File: config.mk
export PLATFORM = sky130hd
export DESIGN_NAME = four_one_tdm_mux_flat
export DESIGN_NICKNAME = d
export VERILOG_FILES = /design/src/rtl/four_one_tdm_mux_if.sv /design/src/rtl/four_one_tdm_mux.sv /design/src/flat_wrapper.sv
export SDC_FILE = /design/constraint.sdc
export NUM_CORES = 1
export LEC_CHECK = 0
export CAP_MARGIN = 5
export CORE_ASPECT_RATIO = 0.7
export CORE_UTILIZATION = 35
export CTS_CLUSTER_DIAMETER = 30
export CTS_CLUSTER_SIZE = 8
export DETAILED_ROUTE_END_ITERATION = 10
export MAX_ROUTING_LAYER = met4
export PLACE_DENSITY_LB_ADDON = 0.05
export SLEW_MARGIN = 20
export SYNTH_ARGS = -nofsm -noshare
export SYNTH_HDL_FRONTEND = slang
export SYNTH_SLANG_ARGS = --single-unit
export TNS_END_PERCENT = 30
File: constraint.sdc
create_clock -name clk -period 1.8 [get_ports clk]
set_input_delay 0.27 -clock clk [delete_from_list [all_inputs] [get_ports clk]]
set_output_delay 0.27 -clock clk [all_outputs]
set_load 0.02 [all_outputs]
File: src/rtl/four_one_tdm_mux_if.sv
// Bundle of the four producer lanes and the shared output link of four_one_tdm_mux.
// The master side drives lane data/valid and y_ready; the slave side is the mux.
interface four_one_tdm_mux_if #(
    parameter int WIDTH = 8
);
    logic [WIDTH-1:0] a_data;
    logic             a_valid;
    logic             a_ready;
    logic [WIDTH-1:0] b_data;
    logic             b_valid;
    logic             b_ready;
    logic [WIDTH-1:0] c_data;
    logic             c_valid;
    logic             c_ready;
    logic [WIDTH-1:0] d_data;
    logic             d_valid;
    logic             d_ready;
    logic [WIDTH-1:0] y;
    logic             s1;
    logic             s0;
    logic             y_valid;
    logic             y_ready;

    modport master (
        output a_data, a_valid, b_data, b_valid, c_data, c_valid, d_data, d_valid, y_ready,
        input  a_ready, b_ready, c_ready, d_ready, y, s1, s0, y_valid
    );

    modport slave (
        input  a_data, a_valid, b_data, b_valid, c_data, c_valid, d_data, d_valid, y_ready,
        output a_ready, b_ready, c_ready, d_ready, y, s1, s0, y_valid
    );
endinterface

File: src/rtl/four_one_tdm_mux.sv
// 4-to-1 TDM mux: round-robin arbitration of four valid/ready lanes onto one registered,
// channel-tagged output beat. Define FIXED_PRIORITY_EN for fixed a>b>c>d priority instead.
module four_one_tdm_mux #(
    parameter int WIDTH = 8,
    parameter int CNT_W = 8
) (
    input  logic             clk,
    input  logic             rst,
    four_one_tdm_mux_if.slave bus,
    output logic [CNT_W-1:0] xfer_cnt
);
    logic [3:0]       lane_valid;
    logic [WIDTH-1:0] lane_data [4];
    logic [3:0]       lane_ready;

    logic [WIDTH-1:0] y_q, y_d;
    logic [1:0]       tag_q, tag_d;
    logic             y_valid_q, y_valid_d;
    logic [CNT_W-1:0] cnt_q, cnt_d;

    logic [1:0]       start;
    logic [1:0]       cand;
    logic             gnt_found;
    logic [1:0]       gnt_idx;
    logic             load_ok;
    logic             xfer;

    assign lane_valid   = {bus.d_valid, bus.c_valid, bus.b_valid, bus.a_valid};
    assign lane_data[0] = bus.a_data;
    assign lane_data[1] = bus.b_data;
    assign lane_data[2] = bus.c_data;
    assign lane_data[3] = bus.d_data;

`ifdef FIXED_PRIORITY_EN
    assign start = '0;
`else
    logic [1:0] ptr_q, ptr_d;

    assign start = ptr_q;

    always_comb begin
        ptr_d = ptr_q;
        if (xfer) ptr_d = gnt_idx + 2'd1;
    end

    always_ff @(posedge clk) begin
        if (rst) ptr_q <= '0;
        else     ptr_q <= ptr_d;
    end
`endif

    // First valid lane at or after start, wrapping 3->0.
    always_comb begin
        gnt_found = 1'b0;
        gnt_idx   = '0;
        cand      = '0;
        for (int unsigned i = 0; i < 4; i++) begin
            cand = start + i[1:0];
            if (!gnt_found && lane_valid[cand]) begin
                gnt_found = 1'b1;
                gnt_idx   = cand;
            end
        end
    end

    // rst gates the grant so all readies drop in the reset cycle itself.
    assign load_ok = !y_valid_q || bus.y_ready;
    assign xfer    = gnt_found && load_ok && !rst;

    always_comb begin
        lane_ready = '0;
        if (xfer) lane_ready[gnt_idx] = 1'b1;
    end

    always_comb begin
        y_d       = y_q;
        tag_d     = tag_q;
        y_valid_d = y_valid_q;
        cnt_d     = cnt_q;
        if (xfer) begin
            y_d       = lane_data[gnt_idx];
            tag_d     = gnt_idx;
            y_valid_d = 1'b1;
            cnt_d     = cnt_q + 1'b1;
        end else if (bus.y_ready) begin
            y_valid_d = 1'b0;
        end
    end

    always_ff @(posedge clk) begin
        if (rst) begin
            y_q       <= '0;
            tag_q     <= '0;
            y_valid_q <= 1'b0;
            cnt_q     <= '0;
        end else begin
            y_q       <= y_d;
            tag_q     <= tag_d;
            y_valid_q <= y_valid_d;
            cnt_q     <= cnt_d;
        end
    end

    assign bus.a_ready = lane_ready[0];
    assign bus.b_ready = lane_ready[1];
    assign bus.c_ready = lane_ready[2];
    assign bus.d_ready = lane_ready[3];
    assign bus.y       = y_q;
    assign bus.s1      = tag_q[1];
    assign bus.s0      = tag_q[0];
    assign bus.y_valid = y_valid_q;
    assign xfer_cnt    = cnt_q;
endmodule

File: src/flat_wrapper.sv
// flat-port wrapper written by rule: the top's interface ports become plain ports
module four_one_tdm_mux_flat 
#(
    parameter int WIDTH = 8,
    parameter int CNT_W = 8
)
  (clk, rst, xfer_cnt, bus_a_data, bus_a_valid, bus_b_data, bus_b_valid, bus_c_data, bus_c_valid, bus_d_data, bus_d_valid, bus_y_ready, bus_a_ready, bus_b_ready, bus_c_ready, bus_d_ready, bus_y, bus_s1, bus_s0, bus_y_valid);
  four_one_tdm_mux_if #(.WIDTH(WIDTH)) bus_i ();
  input  logic clk;
  input  logic rst;
  output logic [CNT_W-1:0] xfer_cnt;
  input wire logic [$bits(bus_i.a_data)-1:0] bus_a_data;
  input wire logic [$bits(bus_i.a_valid)-1:0] bus_a_valid;
  input wire logic [$bits(bus_i.b_data)-1:0] bus_b_data;
  input wire logic [$bits(bus_i.b_valid)-1:0] bus_b_valid;
  input wire logic [$bits(bus_i.c_data)-1:0] bus_c_data;
  input wire logic [$bits(bus_i.c_valid)-1:0] bus_c_valid;
  input wire logic [$bits(bus_i.d_data)-1:0] bus_d_data;
  input wire logic [$bits(bus_i.d_valid)-1:0] bus_d_valid;
  input wire logic [$bits(bus_i.y_ready)-1:0] bus_y_ready;
  output wire logic [$bits(bus_i.a_ready)-1:0] bus_a_ready;
  output wire logic [$bits(bus_i.b_ready)-1:0] bus_b_ready;
  output wire logic [$bits(bus_i.c_ready)-1:0] bus_c_ready;
  output wire logic [$bits(bus_i.d_ready)-1:0] bus_d_ready;
  output wire logic [$bits(bus_i.y)-1:0] bus_y;
  output wire logic [$bits(bus_i.s1)-1:0] bus_s1;
  output wire logic [$bits(bus_i.s0)-1:0] bus_s0;
  output wire logic [$bits(bus_i.y_valid)-1:0] bus_y_valid;
  assign bus_i.a_data = bus_a_data;
  assign bus_i.a_valid = bus_a_valid;
  assign bus_i.b_data = bus_b_data;
  assign bus_i.b_valid = bus_b_valid;
  assign bus_i.c_data = bus_c_data;
  assign bus_i.c_valid = bus_c_valid;
  assign bus_i.d_data = bus_d_data;
  assign bus_i.d_valid = bus_d_valid;
  assign bus_i.y_ready = bus_y_ready;
  assign bus_a_ready = bus_i.a_ready;
  assign bus_b_ready = bus_i.b_ready;
  assign bus_c_ready = bus_i.c_ready;
  assign bus_d_ready = bus_i.d_ready;
  assign bus_y = bus_i.y;
  assign bus_s1 = bus_i.s1;
  assign bus_s0 = bus_i.s0;
  assign bus_y_valid = bus_i.y_valid;
  four_one_tdm_mux #(.WIDTH(WIDTH), .CNT_W(CNT_W)) u_core (.clk(clk), .rst(rst), .bus(bus_i), .xfer_cnt(xfer_cnt));
endmodule
Word-level counts from Yosys, hierarchy flattened

Cells that the tools add are included.

Logic and storage cells: 55
Input bits: 39
Register bits: 21

Multiplexer cells: 24
Reductions and logical operators: 13
Add/sub/neg operators: 5
Magnitude comparators: 7
Bitwise operators: 1

Operators by type and width:

| kind                | number |
|---|---|
| $bmux 8 s2          | 1 |
| $mux 8              | 2 |
| $lt 2x3->1 const B  | 5 |
| $mux 1              | 11 |
| $add 8x1->8 const B | 1 |
| $bmux 1 s2          | 4 |
| $mux 2              | 4 |
| $logic_and 1x1->1   | 6 |
| $logic_not 1->1     | 5 |
| $add 2x1->2 const B | 2 |
| $add 2x2->2 const B | 2 |
| $mux 4              | 1 |
| $ge 3x3->1 const B  | 1 |
| $not 2->3           | 1 |
| $demux 1 s2         | 1 |
| $ge 2x1->1 const B  | 1 |
| $reduce_bool 2->1   | 1 |
| $logic_or 1x1->1    | 1 |

Depth between registers and ports, before layout

Depth in word-level cells: 17
Gate-level depth with buffers: 6

Worst setup path after synthesis

Ideal clock, no wire load.

Kind: register -> output
Start point: reg u_core.y_valid_q, in the netlist u_core.bus.y_valid
End point: out bus_b_ready
Arrival: 1679 ps
Cell stages (with the launch flop): 5
Setup slack: -149 ps
Path buffers: 1
Cells stage by stage: dfxtp_1 > nor2b_1 > or3_1 > buf_2 > nor4_1

Word-level cells in the longest chain between the ends: 5

Ends and longest elaborated chain:

| element                        | line                   | RTL |
|---|---|---|
| start, declared                | four_one_tdm_mux.sv:18 | `logic y_valid_q, y_valid_d;` |
| start signal, assigned         | four_one_tdm_mux.sv:99 | `y_valid_q <= y_valid_d;` |
| $logic_not 1->1                | four_one_tdm_mux.sv:67 | `assign load_ok = !y_valid_q \|\| bus.y_ready;` |
| $logic_or 1x1->1               | four_one_tdm_mux.sv:67 |  |
| $logic_and 1x1->1 (2 in a row) | four_one_tdm_mux.sv:68 | `assign xfer = gnt_found && load_ok && !rst;` |
| $mux 4                         | four_one_tdm_mux.sv:72 | `if (xfer) lane_ready[gnt_idx] = 1'b1;` |
| end, declared                  | flat_wrapper.sv:22     | `output wire logic [$bits(bus_i.b_ready)-1:0] bus_b_ready;` |

Every way passes these cells.

Worst setup path after layout

Start point: reg u_core.ptr_q[1]
End point: reg u_core.y_q[1], in the netlist u_core.bus.y[1]

Word-level cells in the longest chain between the ends: 16

Ends and longest elaborated chain:

| element                                              | line                   | RTL |
|---|---|---|
| start, declared                                      | four_one_tdm_mux.sv:37 | `logic [1:0] ptr_q, ptr_d;` |
| start signal, assigned                               | four_one_tdm_mux.sv:48 | `else ptr_q <= ptr_d;` |
| branches (longest 16 deep; another with $add 2x1->2) | -                      |  |
| end signal, assigned                                 | four_one_tdm_mux.sv:97 | `y_q <= y_d;` |
| end, declared                                        | four_one_tdm_mux.sv:16 | `logic [WIDTH-1:0] y_q, y_d;` |

Several ways; the timed one is not identified. The select of a mux whose other input is x is not followed.
A chain may end at the register's enable or synchronous reset.

==> flow_summary.yaml <==
placed_design:
  dp_cells: 247
  gp_congestion: 0.819
  port_buffers: 61
  hpwl_um: 2730
worst_setup_path:
  r2r-end: "u_core.bus.y[1]"
  crit_start: "u_core.ptr_q[1]"
  arrival_ps: 2080
  reg2regPathDepth: 6
  required_ps: 1950
  cp-endpoint: "u_core.bus.y[1]"
  reg2reg_slack_ps: -130
  end_kind: "flip-flop"
  regToRegStartpoint: "u_core.ptr_q[1]"
  path_class: "reg2reg"
  critPathLaunchType: "flip-flop"
  crit_fanout: 6
global_routing:
  grt_pass1_vias: 1327
  grt_max_degree: 13
  grt_usage_pct: 23.3
  grt_overflow: 0
  grt_antenna_before_repair: 0
  grt_pass1_wl_um: 6110
clock_network:
  root_buffer: "clkbuf_8"
  clockBufferDepth: 2
  clock-sinks: 21
  clk_latency_ps: 260
  cts_buffers: 3
  holdBufCountCts: 0
  path_clk_slew_ps: 80
  htree_levels: 1
  cts_tree: "yes"
timing:
  finalHoldViolations: 0
  setup_viol: 11
  fmax_mhz: 517
  layout_setup_ws_ps: -133
  skew_ps: 2.44
  worst_pin_slew_ps: 361
  period_share_pct: 107
  fin_crit_ps: 1930
  holdWs_ps: 494
  relSlewSlack_pct: 75.8
  slew_viol_final: 0
  rsz0062_at_grt: "true"
status:
  status: "finished with violations"
  violations: "design-rule violations, negative setup slack"
floorplan:
  core_um2: 3150
  pin_count: 62
  die_area_um2: 3530
  start_util_pct: 36.6
  die_h_um: 50.0
  core.rowCount: 17
  die_w_um: 70.6
pwr:
  switchingPower_mw: 0.534
  seqPwrFrac_pct: 33.2
  clkPwrFrac_pct: 18.4
  combinationalPowerShare_pct: 48.4
  p_leak_nw: 0.959
  cell_internal_pwr_mw: 1.16
  p_per_area_nw_per_um2: 744
  finalPower_mw: 1.69
  irDropWorstVdd_mv: 0.390
  switching_share_pct: 31.6
synthesis:
  synth_warnings: 0
  async_reset_ff_share_pct: 0
  synth.avg_cell_area_um2: 9.37
  synth_edf_count: 0
  synth_cells: 123
  seq_area_frac_synth_pct: 36.5
  synthesis.nets: 163
  ys_types: 35
  ys_ff_latch: 21
  netlist_area_um2: 1150
  ys.flop_type: "dfxtp_1"
route:
  dr_wl_met2_um: 1890
  vias_per_cell: 5.17
  highest_layer: "met4"
  drt-total-wl_um: 3920
  wl_met3_um: 188
  m1WireLength_um: 1800
  drt_iter0_drc: 56
  drtPass1Iterations: 9
  vias: 1339
  ant_nets: 0
  wl_per_cell_um: 15.1
  drc: 6
finish:
  final_common_cell: "clkdlybuf4s50_1"
  drive_above_1_share_pct: 33.0
  instances_no_fill: 259
  num_antenna_cells: 0
  syn2layout_area_growth_pct: 97.1
  final_cell_mix: "53 x clkdlybuf4s50_1, 34 x buf_4, 20 x dfxtp_1, 13 x nor2_1"
  fin_nets: 262
worst_hold_path:
  hold_start: "u_core.bus.y[6]"
  hold_class: "reg2reg"
flow_run:
  drv_cap: 0
==> per-stage QoR <==
step	area [µm²]	TNS, ps	setup WS, ps	utilization, %
3_5_place_dp	2030	-10360	-809	64.3
4_1_cts	2220	-800	-109	70.4
6_report	2270	-1200	-133	72.1
5_1_grt	2270	-1830	-191	72.1
3_3_place_gp	2030	-9620	-777	64.3
2_1_floorplan	1160	-10.8	-10.8	-
==> critical path, stage by stage, from the launching register on <==
cell,delay [ps]
dfxtp_4,370
or3b_4,400
buf_6,130
o221ai_4,110
clkbuf_16,230
mux2_4,290
a221o_1,290
==> registers in the layout (all words and copies together), names as in the netlist <==
name                cells
u_core.bus.y            8
u_core.bus.y_valid      1
u_core.tag_q            2
u_core.ptr_q            2
u_core.xfer_cnt         8
==> layout make-up <==
type | instances | area [µm²]
clock buffer | 4 | 45.0
fill | 245 | 877
inverter | 1 | 3.75
multi-input combinational | 95 | 813
sequential | 21 | 424
tap | 38 | 47.5
timing repair buffer | 100 | 937
==> synthesized netlist by cell type (2+ instances only) <==
library cell	number	area (µm²)
a211oi_1	2	15.0
a21oi_1	4	20.0
a221o_1	8	80.1
buf_2	2	10.0
dfxtp_1	21	420
mux2_2	6	67.6
mux2_4	2	30.0
mux2i_1	11	110
nand2_1	5	18.8
nand3_1	2	10.0
nand4_1	2	12.5
nor2_1	15	56.3
nor2b_1	3	18.8
nor3_1	12	60.1
o21ai_0	2	10.0
xnor2_1	4	35.0
xor2_1	4	35.0
==> repair_timing <==
item | CTS | global route
setup endpoints to repair | 16 | 12
endpoints found under the hold margin | 0 | 0
setup buffers | 7 | 1
resized for setup | 53 | 11
pin swaps | 5 | 5
gates cloned | 0 | 1
==> how the worst min path moves through the flow <==
stage / endpoint / slack, ps / cells after the start
6_report: u_core.bus.y[6] / 490 / 1
5_1_grt: u_core.bus.y[5] / 530 / 1
4_1_cts: u_core.bus.y[6] / 490 / 1
3_5_place_dp: u_core.bus.y[1] / 470 / 1
3_3_place_gp: u_core.bus.y[6] / 470 / 1
2_1_floorplan: u_core.xfer_cnt[1] / 340 / 1
==> per-layer routing <==
metal	global-route usage [%]	vias up
li1	-	649
met1	29.6	642
met2	37.4	44
met3	4.91	4
met4	7.00	0
met5	-	-
==> kinds of logic after synthesis <==
family | after synthesis | share of synthesized area [%]
AND/OR/NAND/NOR | 48 | 21.3
flip-flops | 21 | 36.5
AO/OA/AOI/OAI | 19 | 13.6
multiplexers | 19 | 18.0
XOR/XNOR | 8 | 6.08
buffers and inverters | 7 | 3.47
adder cells (fa/ha/maj) | 1 | 1.09
==> power groups by stage <==
stage / Clock (mW) / Combinational [mW] / Sequential (mW)
2_1_floorplan: 0 / 0.259 / 0.617
3_3_place_gp: 0 / 0.649 / 0.563
3_5_place_dp: 0 / 0.658 / 0.567
4_1_cts: 0.319 / 0.759 / 0.558
5_1_grt: 0.348 / 0.866 / 0.567
6_report: 0.310 / 0.819 / 0.561
No activity file was read; power rests on OpenSTA's default activity.
